==> src/rtl/hex_line_formatter_pkg.sv <==
// ---------------------------------------------------------------------------
// trng_fmt_pkg
// Shared constants, state encoding and nibble-to-ASCII helper for the
// hex line formatter.
// Revision: 1.0
// ---------------------------------------------------------------------------
`default_nettype none

package trng_fmt_pkg;

  localparam logic [7:0] ASCII_SPACE       = 8'h20;
  localparam logic [7:0] ASCII_CR          = 8'h0D;
  localparam logic [7:0] ASCII_LF          = 8'h0A;
  localparam logic [7:0] ASCII_DIGIT_BASE  = 8'h30;
  localparam logic [7:0] ASCII_LETTER_BASE = 8'h41;

  localparam logic [2:0] ST_IDLE = 3'd0;
  localparam logic [2:0] ST_HI   = 3'd1;
  localparam logic [2:0] ST_LO   = 3'd2;
  localparam logic [2:0] ST_SEP  = 3'd3;
  localparam logic [2:0] ST_CR   = 3'd4;
  localparam logic [2:0] ST_LF   = 3'd5;

  typedef enum logic [2:0] {
    S_IDLE = ST_IDLE,
    S_HI   = ST_HI,
    S_LO   = ST_LO,
    S_SEP  = ST_SEP,
    S_CR   = ST_CR,
    S_LF   = ST_LF
  } fmt_state_e;

  // Uppercase ASCII hex digit for a 4-bit value.
  function automatic logic [7:0] nibble_to_ascii(input logic [3:0] n);
    if (n <= 4'd9) return ASCII_DIGIT_BASE + {4'd0, n};
    else           return ASCII_LETTER_BASE + {4'd0, n} - 8'd10;
  endfunction

endpackage

`default_nettype wire

==> src/rtl/hex_line_formatter_if.sv <==
// ---------------------------------------------------------------------------
// hex_line_formatter_if
// Byte-source and character-sink handshake bundle for the hex formatter.
// master = surrounding system (source + tx), slave = formatter.
// Revision: 1.0
// ---------------------------------------------------------------------------
`default_nettype none

interface hex_line_formatter_if;
  logic       i_enable;
  logic [7:0] i_dat;
  logic       i_valid;
  logic       o_read;
  logic [7:0] o_char;
  logic       o_write;
  logic       i_ready;
  logic       o_busy;

  modport master (
    output i_enable, i_dat, i_valid, i_ready,
    input  o_read, o_char, o_write, o_busy
  );

  modport slave (
    input  i_enable, i_dat, i_valid, i_ready,
    output o_read, o_char, o_write, o_busy
  );
endinterface

`default_nettype wire

==> src/rtl/hex_line_formatter.sv <==
// ---------------------------------------------------------------------------
// hex_line_formatter
// Turns raw bytes into two uppercase hex characters, an optional space and a
// CR/LF (or LF) line break every BYTES_PER_LINE bytes, one character per
// o_write & i_ready transfer.
// Revision: 1.0
// ---------------------------------------------------------------------------
`default_nettype none

module hex_line_formatter
  import trng_fmt_pkg::*;
#(
  parameter int BYTES_PER_LINE = 16,
  parameter bit SEP_EN         = 1'b1,
  parameter bit EOL_CR         = 1'b1
) (
  input  logic                 i_clk,
  input  logic                 i_reset,
  hex_line_formatter_if.slave  bus
);

  // A single byte per line still needs a one-bit counter.
  localparam int CNT_W = (BYTES_PER_LINE > 1) ? $clog2(BYTES_PER_LINE) : 1;
  localparam logic [CNT_W-1:0] CNT_LAST = CNT_W'(BYTES_PER_LINE - 1);

  fmt_state_e       state;
  logic [3:0]       lo_nib;
  logic [CNT_W-1:0] cnt;
  logic [7:0]       char_q;
  logic             write_q;
  logic             rd;
  logic             xfer;

  // Accept only from IDLE; reset overrides a pending byte.
  assign rd   = (state == S_IDLE) & bus.i_enable & bus.i_valid & ~i_reset;
  assign xfer = write_q & bus.i_ready;

  assign bus.o_read  = rd;
  assign bus.o_char  = char_q;
  assign bus.o_write = write_q;
  assign bus.o_busy  = (state != S_IDLE);

  // Formatter FSM: the character for each state is loaded on entry so o_char
  // is already stable for the whole time o_write is high.
  always_ff @(posedge i_clk) begin
    if (i_reset) begin
      state   <= S_IDLE;
      lo_nib  <= 4'h0;
      cnt     <= '0;
      char_q  <= 8'h00;
      write_q <= 1'b0;
    end else begin
      case (state)
        S_IDLE: begin
          if (rd) begin
            lo_nib  <= bus.i_dat[3:0];
            char_q  <= nibble_to_ascii(bus.i_dat[7:4]);
            write_q <= 1'b1;
            state   <= S_HI;
          end
        end
        S_HI: begin
          if (xfer) begin
            char_q <= nibble_to_ascii(lo_nib);
            state  <= S_LO;
          end
        end
        S_LO: begin
          if (xfer) begin
            if (cnt == CNT_LAST) begin
              cnt <= '0;
              if (EOL_CR) begin
                char_q <= ASCII_CR;
                state  <= S_CR;
              end else begin
                char_q <= ASCII_LF;
                state  <= S_LF;
              end
            end else begin
              cnt <= cnt + 1'b1;
              if (SEP_EN) begin
                char_q <= ASCII_SPACE;
                state  <= S_SEP;
              end else begin
                write_q <= 1'b0;
                state   <= S_IDLE;
              end
            end
          end
        end
        S_CR: begin
          if (xfer) begin
            char_q <= ASCII_LF;
            state  <= S_LF;
          end
        end
        S_SEP, S_LF: begin
          if (xfer) begin
            write_q <= 1'b0;
            state   <= S_IDLE;
          end
        end
        default: begin
          write_q <= 1'b0;
          state   <= S_IDLE;
        end
      endcase
    end
  end

endmodule

`default_nettype wire

==> src/flat_wrapper.sv <==
// flat-port wrapper written by rule: the top's interface ports become plain ports
module hex_line_formatter_flat import trng_fmt_pkg::*;
#(
  parameter int BYTES_PER_LINE = 16,
  parameter bit SEP_EN         = 1'b1,
  parameter bit EOL_CR         = 1'b1
)
  (i_clk, i_reset, bus_i_enable, bus_i_dat, bus_i_valid, bus_i_ready, bus_o_read, bus_o_char, bus_o_write, bus_o_busy);
  hex_line_formatter_if bus_i ();
  input  logic i_clk;
  input  logic i_reset;
  input wire logic [$bits(bus_i.i_enable)-1:0] bus_i_enable;
  input wire logic [$bits(bus_i.i_dat)-1:0] bus_i_dat;
  input wire logic [$bits(bus_i.i_valid)-1:0] bus_i_valid;
  input wire logic [$bits(bus_i.i_ready)-1:0] bus_i_ready;
  output wire logic [$bits(bus_i.o_read)-1:0] bus_o_read;
  output wire logic [$bits(bus_i.o_char)-1:0] bus_o_char;
  output wire logic [$bits(bus_i.o_write)-1:0] bus_o_write;
  output wire logic [$bits(bus_i.o_busy)-1:0] bus_o_busy;
  assign bus_i.i_enable = bus_i_enable;
  assign bus_i.i_dat = bus_i_dat;
  assign bus_i.i_valid = bus_i_valid;
  assign bus_i.i_ready = bus_i_ready;
  assign bus_o_read = bus_i.o_read;
  assign bus_o_char = bus_i.o_char;
  assign bus_o_write = bus_i.o_write;
  assign bus_o_busy = bus_i.o_busy;
  hex_line_formatter #(.BYTES_PER_LINE(BYTES_PER_LINE), .SEP_EN(SEP_EN), .EOL_CR(EOL_CR)) u_core (.i_clk(i_clk), .i_reset(i_reset), .bus(bus_i));
endmodule
==> config.mk <==
export PLATFORM = sky130hd
export DESIGN_NAME = hex_line_formatter_flat
export DESIGN_NICKNAME = d
export VERILOG_FILES = /design/src/rtl/hex_line_formatter_pkg.sv /design/src/rtl/hex_line_formatter_if.sv /design/src/rtl/hex_line_formatter.sv /design/src/flat_wrapper.sv
export SDC_FILE = /design/constraint.sdc
export NUM_CORES = 1
export LEC_CHECK = 0
export ABC_AREA = 1
export BUFFER_PORTS_ARGS = -buffer_cell sky130_fd_sc_hd__buf_2
export CORE_MARGIN = 2
export CORE_UTILIZATION = 48
export CTS_CLUSTER_SIZE = 20
export DETAILED_ROUTE_END_ITERATION = 16
export PLACE_DENSITY = 0.8
export SETUP_SLACK_MARGIN = 0.5
export SYNTH_ARGS = -nofsm -noshare
export SYNTH_HDL_FRONTEND = slang
export SYNTH_SLANG_ARGS = --single-unit
==> constraint.sdc <==
create_clock -name i_clk -period 1.42 [get_ports i_clk]
set_input_delay 0.071 -clock i_clk [delete_from_list [all_inputs] [get_ports i_clk]]
set_output_delay 0.071 -clock i_clk [all_outputs]
set_load 0.1 [all_outputs]
== Word-level counts from Yosys, hierarchy flattened ==
Cells that the tools add are included.
Operators by class
  muxes and demuxes: 19
  bitwise operators: 6
  $add $sub $neg: 7
  reductions and logical operators: 10
  equal/unequal tests: 11
  order comparisons: 2
Operators with widths (count)
  two-way mux 8 bit: 6
  one-hot mux 8 bit (4 select lines): 1
  two-way mux 3 bit: 6
  adder 7 x 4 -> 8 bit, first input constant: 2
  subtractor 8 x 4 -> 8 bit, second input constant: 2
  one-hot mux 3 bit (5 select lines): 1
  adder 6 x 4 -> 7 bit, first input constant: 2
  AND reduction 5 bit: 2
  less-or-equal comparator 4 bit, second input constant: 2
  != test 2 x 1 -> 1 bit, second input constant: 4
  equality test 3 x 2 -> 1 bit, second input constant: 2
  equality test 3 bit, second input constant: 2
  two-way mux 6 bit: 1
  adder 4 x 1 -> 4 bit, second input constant: 1
  bitwise AND 1 bit: 4
  equality test 4 bit, second input constant: 1
  two-way mux 4 bit: 1
  AND reduction 2 bit: 2
  nonzero test 4 bit: 1
  equality test 3 x 1 -> 1 bit, second input constant: 1
  logical NOT 3 bit: 1
  one-hot mux 1 bit (3 select lines): 1
  AND reduction 3 bit: 1
  nonzero test 3 bit: 1
  other kinds (5): 7
Word-level totals
  bits of input ports: 13
  word-level logic and storage cells: 60
  output and inout bits: 11
  register bits: 20

== Depth between registers and ports, before layout ==
  depth after elaboration: 6
  gate-level depth with buffers: 10
  depth with buffers taken out: 10

== Worst setup path after synthesis ==
No wires, ideal clock.
  kind: reg2reg
  from: reg u_core.state[0]
  to: reg u_core.lo_nib[1]
  clock period less this slack: 2.870 ns
  setup slack: -1.450 ns
  data required time: 1.296 ns
  path buffers: 0
  library setup time: 0.124 ns
  arrival: 2.746 ns
  cell stages (with the launch flop): 7
  cell sequence: dfxtp_1 > nor2_2 > nand2_1 > nor2_2 > inv_1 > o21ai_0 > a21oi_1
Between the ends
  longest elaborated chain between the ends: 5
RTL lines
  start, declared: line hex_line_formatter.sv:26  | fmt_state_e state;
  start signal, assigned: line hex_line_formatter.sv:47  | state <= S_IDLE;
  start signal, assigned: line hex_line_formatter.sv:59  | state <= S_HI;
  start signal, assigned: line hex_line_formatter.sv:65  | state <= S_LO;
  logical NOT 3 bit: line hex_line_formatter.sv:35  | assign rd = (state == S_IDLE) & bus.i_enable & bus.i_valid & ~i_reset;
  bitwise AND 1 bit (3 in series): line hex_line_formatter.sv:35
  net bus_o_read: line flat_wrapper.sv:16  | output wire logic [$bits(bus_i.o_read)-1:0] bus_o_read;
  AND reduction 2 bit (no source line)
  end signal, assigned: line hex_line_formatter.sv:56  | lo_nib <= bus.i_dat[3:0];
  end, declared: line hex_line_formatter.sv:27  | logic [3:0] lo_nib;
The timed path passes the listed nets, and every way through them passes these cells.
A chain may end at the register's enable or synchronous reset.

== Worst setup path in the final report ==
  from: reg u_core.state[0]
  to: out bus_o_read
Between the ends
  longest elaborated chain between the ends: 4
RTL lines (line)
  logical NOT 3 bit: hex_line_formatter.sv:35
  bitwise AND 1 bit (3 in series): hex_line_formatter.sv:35
  end, declared: flat_wrapper.sv:16
Every way passes these cells.

==> impl_metrics.tcl <==
set metrics [dict create \
    status "finished clean" \
    grtUsageTotal 0.238 \
    r2r-end "u_core.bus.o_char[0]$_SDFFE_PP0P_" \
    die_area_sq_um 2930 \
    synth_top_area_cell "dfxtp_1" \
    dpl_cell_area_sq_um 1450 \
    critPathLaunchType "flip-flop" \
    async_reset_ff_frac 0 \
    num_antenna_cells 0 \
    grt_max_degree 16 \
    crit_arrival_ns 1.30 \
    power_density_nw_per_um2 1920 \
    end_kind "output pin" \
    via_per_inst 5.35 \
    htreeDepth 1 \
    die_w_microns 54.1 \
    post-route-drc-count 0 \
    syn_inst 194 \
    ys_seq_area_frac 0.316 \
    worst_ir_drop_vdd_mv 1.87 \
    drt-total-wl_mm 3.36 \
    gp_congestion 0.872 \
    crit_fanout 5 \
    io_buffer_count 22 \
    finalWorstSetupSlack_ns 0.0489 \
    drtIter0Drc 91 \
    dp_cells 247 \
    ys_ff_latch 19 \
    clock_latency_ns 0.30 \
    grt_pass1_vias 1250 \
    min_period_over_period 0.966 \
    setup.worst_path.class "flip-flop to output pin" \
    cts.path.max_buffers 2 \
    ant_nets 0 \
    synthTopCellsByArea "dfxtp_1 (32%), nand2_1 (16%), nor2_1 (10%), inv_1 (7.2%), a21oi_1 (5.4%)" \
    fin_cells 264 \
    hold_depth 2 \
    synth.distinct_cells 24 \
    areaGrowthSynthToFinish_pct 57.8 \
    finClkSkew_ns 0.00285 \
    drv_cap 0 \
    yosys_most_used_dff "dfxtp_1" \
    synthDominantCellAreaShare 0.316 \
    fp-row-count 18 \
    die_y_microns 54.1 \
    stdcell_area_sq_um 1900 \
    syn_avg_cell_area_sq_um 6.21 \
    hp-start "i_reset" \
    syn_area_sq_um 1200 \
    hold_path_class "input port to flip-flop" \
    synth_most_common_cell "nand2_1" \
    clock-sinks 19 \
    hold_viol_final 0 \
    netlist_top_cells_count "nand2_1 (51), nor2_1 (33), inv_1 (23), dfxtp_1 (19)" \
    r2r_cells 9 \
    via_count 1412 \
    cts_root_buffer "clkbuf_4" \
    start_util 0.495 \
    synth-edff-count 0 \
    cts_tree "yes" \
    finalSetupViolCount 0 \
    rsz0062_at_grt "yes" \
    antenna_found_initial 0 \
    reg2reg_from "u_core.lo_nib[0]$_SDFFE_PP0P_" \
    nets 253 \
    fin_crit_ns 1.37 \
    path_clk_slew_ns 0.11 \
    yosys_warnings 0 \
    layout-drive-gt1-share 0.410 \
    place_ws_ns 0.0342 \
    drv_slew 0 \
    p_leak_nw 0.877 \
    gr-total-overflow 0 \
    r2r_slack_ns 0.08 \
    wire_per_inst_microns 12.7 \
    p_total_mw 3.65 \
    syn_nets 212 \
    first_pass_iters 4 \
    dpl.hpwl_mm 2.03 \
    max_freq_mhz 729 \
    hold_end "u_core.bus.o_char[4]$_SDFFE_PP0P_" \
    core_area_sq_um 2430 \
    worstPathRequired_ns 1.35 \
    cts_buffers 3 \
    io_pins 24 \
    grt_pass1_wl_mm 5.13 \
]
[kinds of logic (layout without fill, tap and decap cells)]
group	Yosys count	in the layout	synth area share
flops	19	19	0.316
compound gates	28	28	0.119
buf+inv	28	67	0.0903
fa+ha+maj	5	5	0.0519
other cells	1	1	0.00311
simple gates	113	114	0.420
[area by class of cell]
type	count	area, sq um
Tap cell	30	37.5
Timing Repair Buffer	37	397
Multi-Input combinational cell	148	917
Fill cell	166	531
Sequential cell	19	412
Inverter	26	113
Clock buffer	4	26.3
[metrics by stage]
| step | utilization | TNS [ns] | hold slack (ns) |
|---|---|---|---|
| floorplan | - | -1.41 | 0.130 |
| global placement | 0.595 | 0 | 0.303 |
| detailed placement | 0.595 | 0 | 0.298 |
| CTS | 0.726 | 0 | 0.00219 |
| global route | 0.782 | -0.0211 | -0.000718 |
| finish | 0.782 | 0 | 0.00590 |
[report_power, final]
group	internal [mW]	switching (mW)	leakage [nW]
logic	0.933	1.63	0.699
clock network	0.109	0.169	0.0150
registers	0.675	0.137	0.163
total	1.72	1.93	0.877
[worst max-delay path by stage]
stage                                  startpoint                                end  slack (ns)
floorplan            u_core.state[1]$_SDFFE_PP0P_      u_core.lo_nib[2]$_SDFFE_PP0P_       -0.31
global placement    u_core.lo_nib[0]$_SDFFE_PP0P_  u_core.bus.o_char[1]$_SDFFE_PP0P_        0.03
detailed placement  u_core.lo_nib[0]$_SDFFE_PP0P_  u_core.bus.o_char[1]$_SDFFE_PP0P_        0.03
CTS                  u_core.state[0]$_SDFFE_PP0P_                         bus_o_read        0.06
global route         u_core.state[0]$_SDFFE_PP0P_                         bus_o_read       -0.02
finish               u_core.state[0]$_SDFFE_PP0P_                         bus_o_read        0.05
[sequential cells by signal (all words and copies together) (netlist names)]
signal / count
u_core.bus.o_char: 7
u_core.cnt: 4
u_core.lo_nib: 4
u_core.state: 3
u_core.bus.o_write: 1
[worst max-delay path: stages, from the launching register on]
cell,delay (ns)
dfxtp_4,0.38
nor2_4,0.13
buf_6,0.13
nand2_8,0.05
nor2_4,0.12
buf_12,0.19
[routing by layer]
layer  GRT usage  share of wire  up-vias
met5           0              0        -
met4      0.0875          0.021        0
met3      0.0333          0.066       13
met2       0.429           0.51       56
met1       0.285           0.40      643
li1            -              -      700
[layout by cell type, fill, tap and decap left out, types with 4 or more instances in the layout]
cell type	Yosys	layout
o21ai_1	2	7
dfxtp_2	0	10
dfxtp_1	19	4
dfxtp_4	0	5
nand3_1	13	9
a21oi_1	13	10
buf_2	0	12
nand2_4	1	6
nand3_2	2	5
buf_6	0	5
nor2_1	33	30
buf_4	1	8
inv_1	23	17
inv_2	3	6
buf_12	0	10
nor2_4	0	4
nand2_1	51	46
[timing repair]
| item | in CTS | in global routing |
|---|---|---|
| setup buffers | 9 | 1 |
| endpoints found under the hold margin | 1 | 1 |
| gates resized for setup | 63 | 31 |
| setup endpoints to repair | 29 | 29 |
| pin swaps | 13 | 9 |
| cloned | 1 | 0 |
| hold buffers | 1 | 1 |
Power figures use the tool's default switching activity.
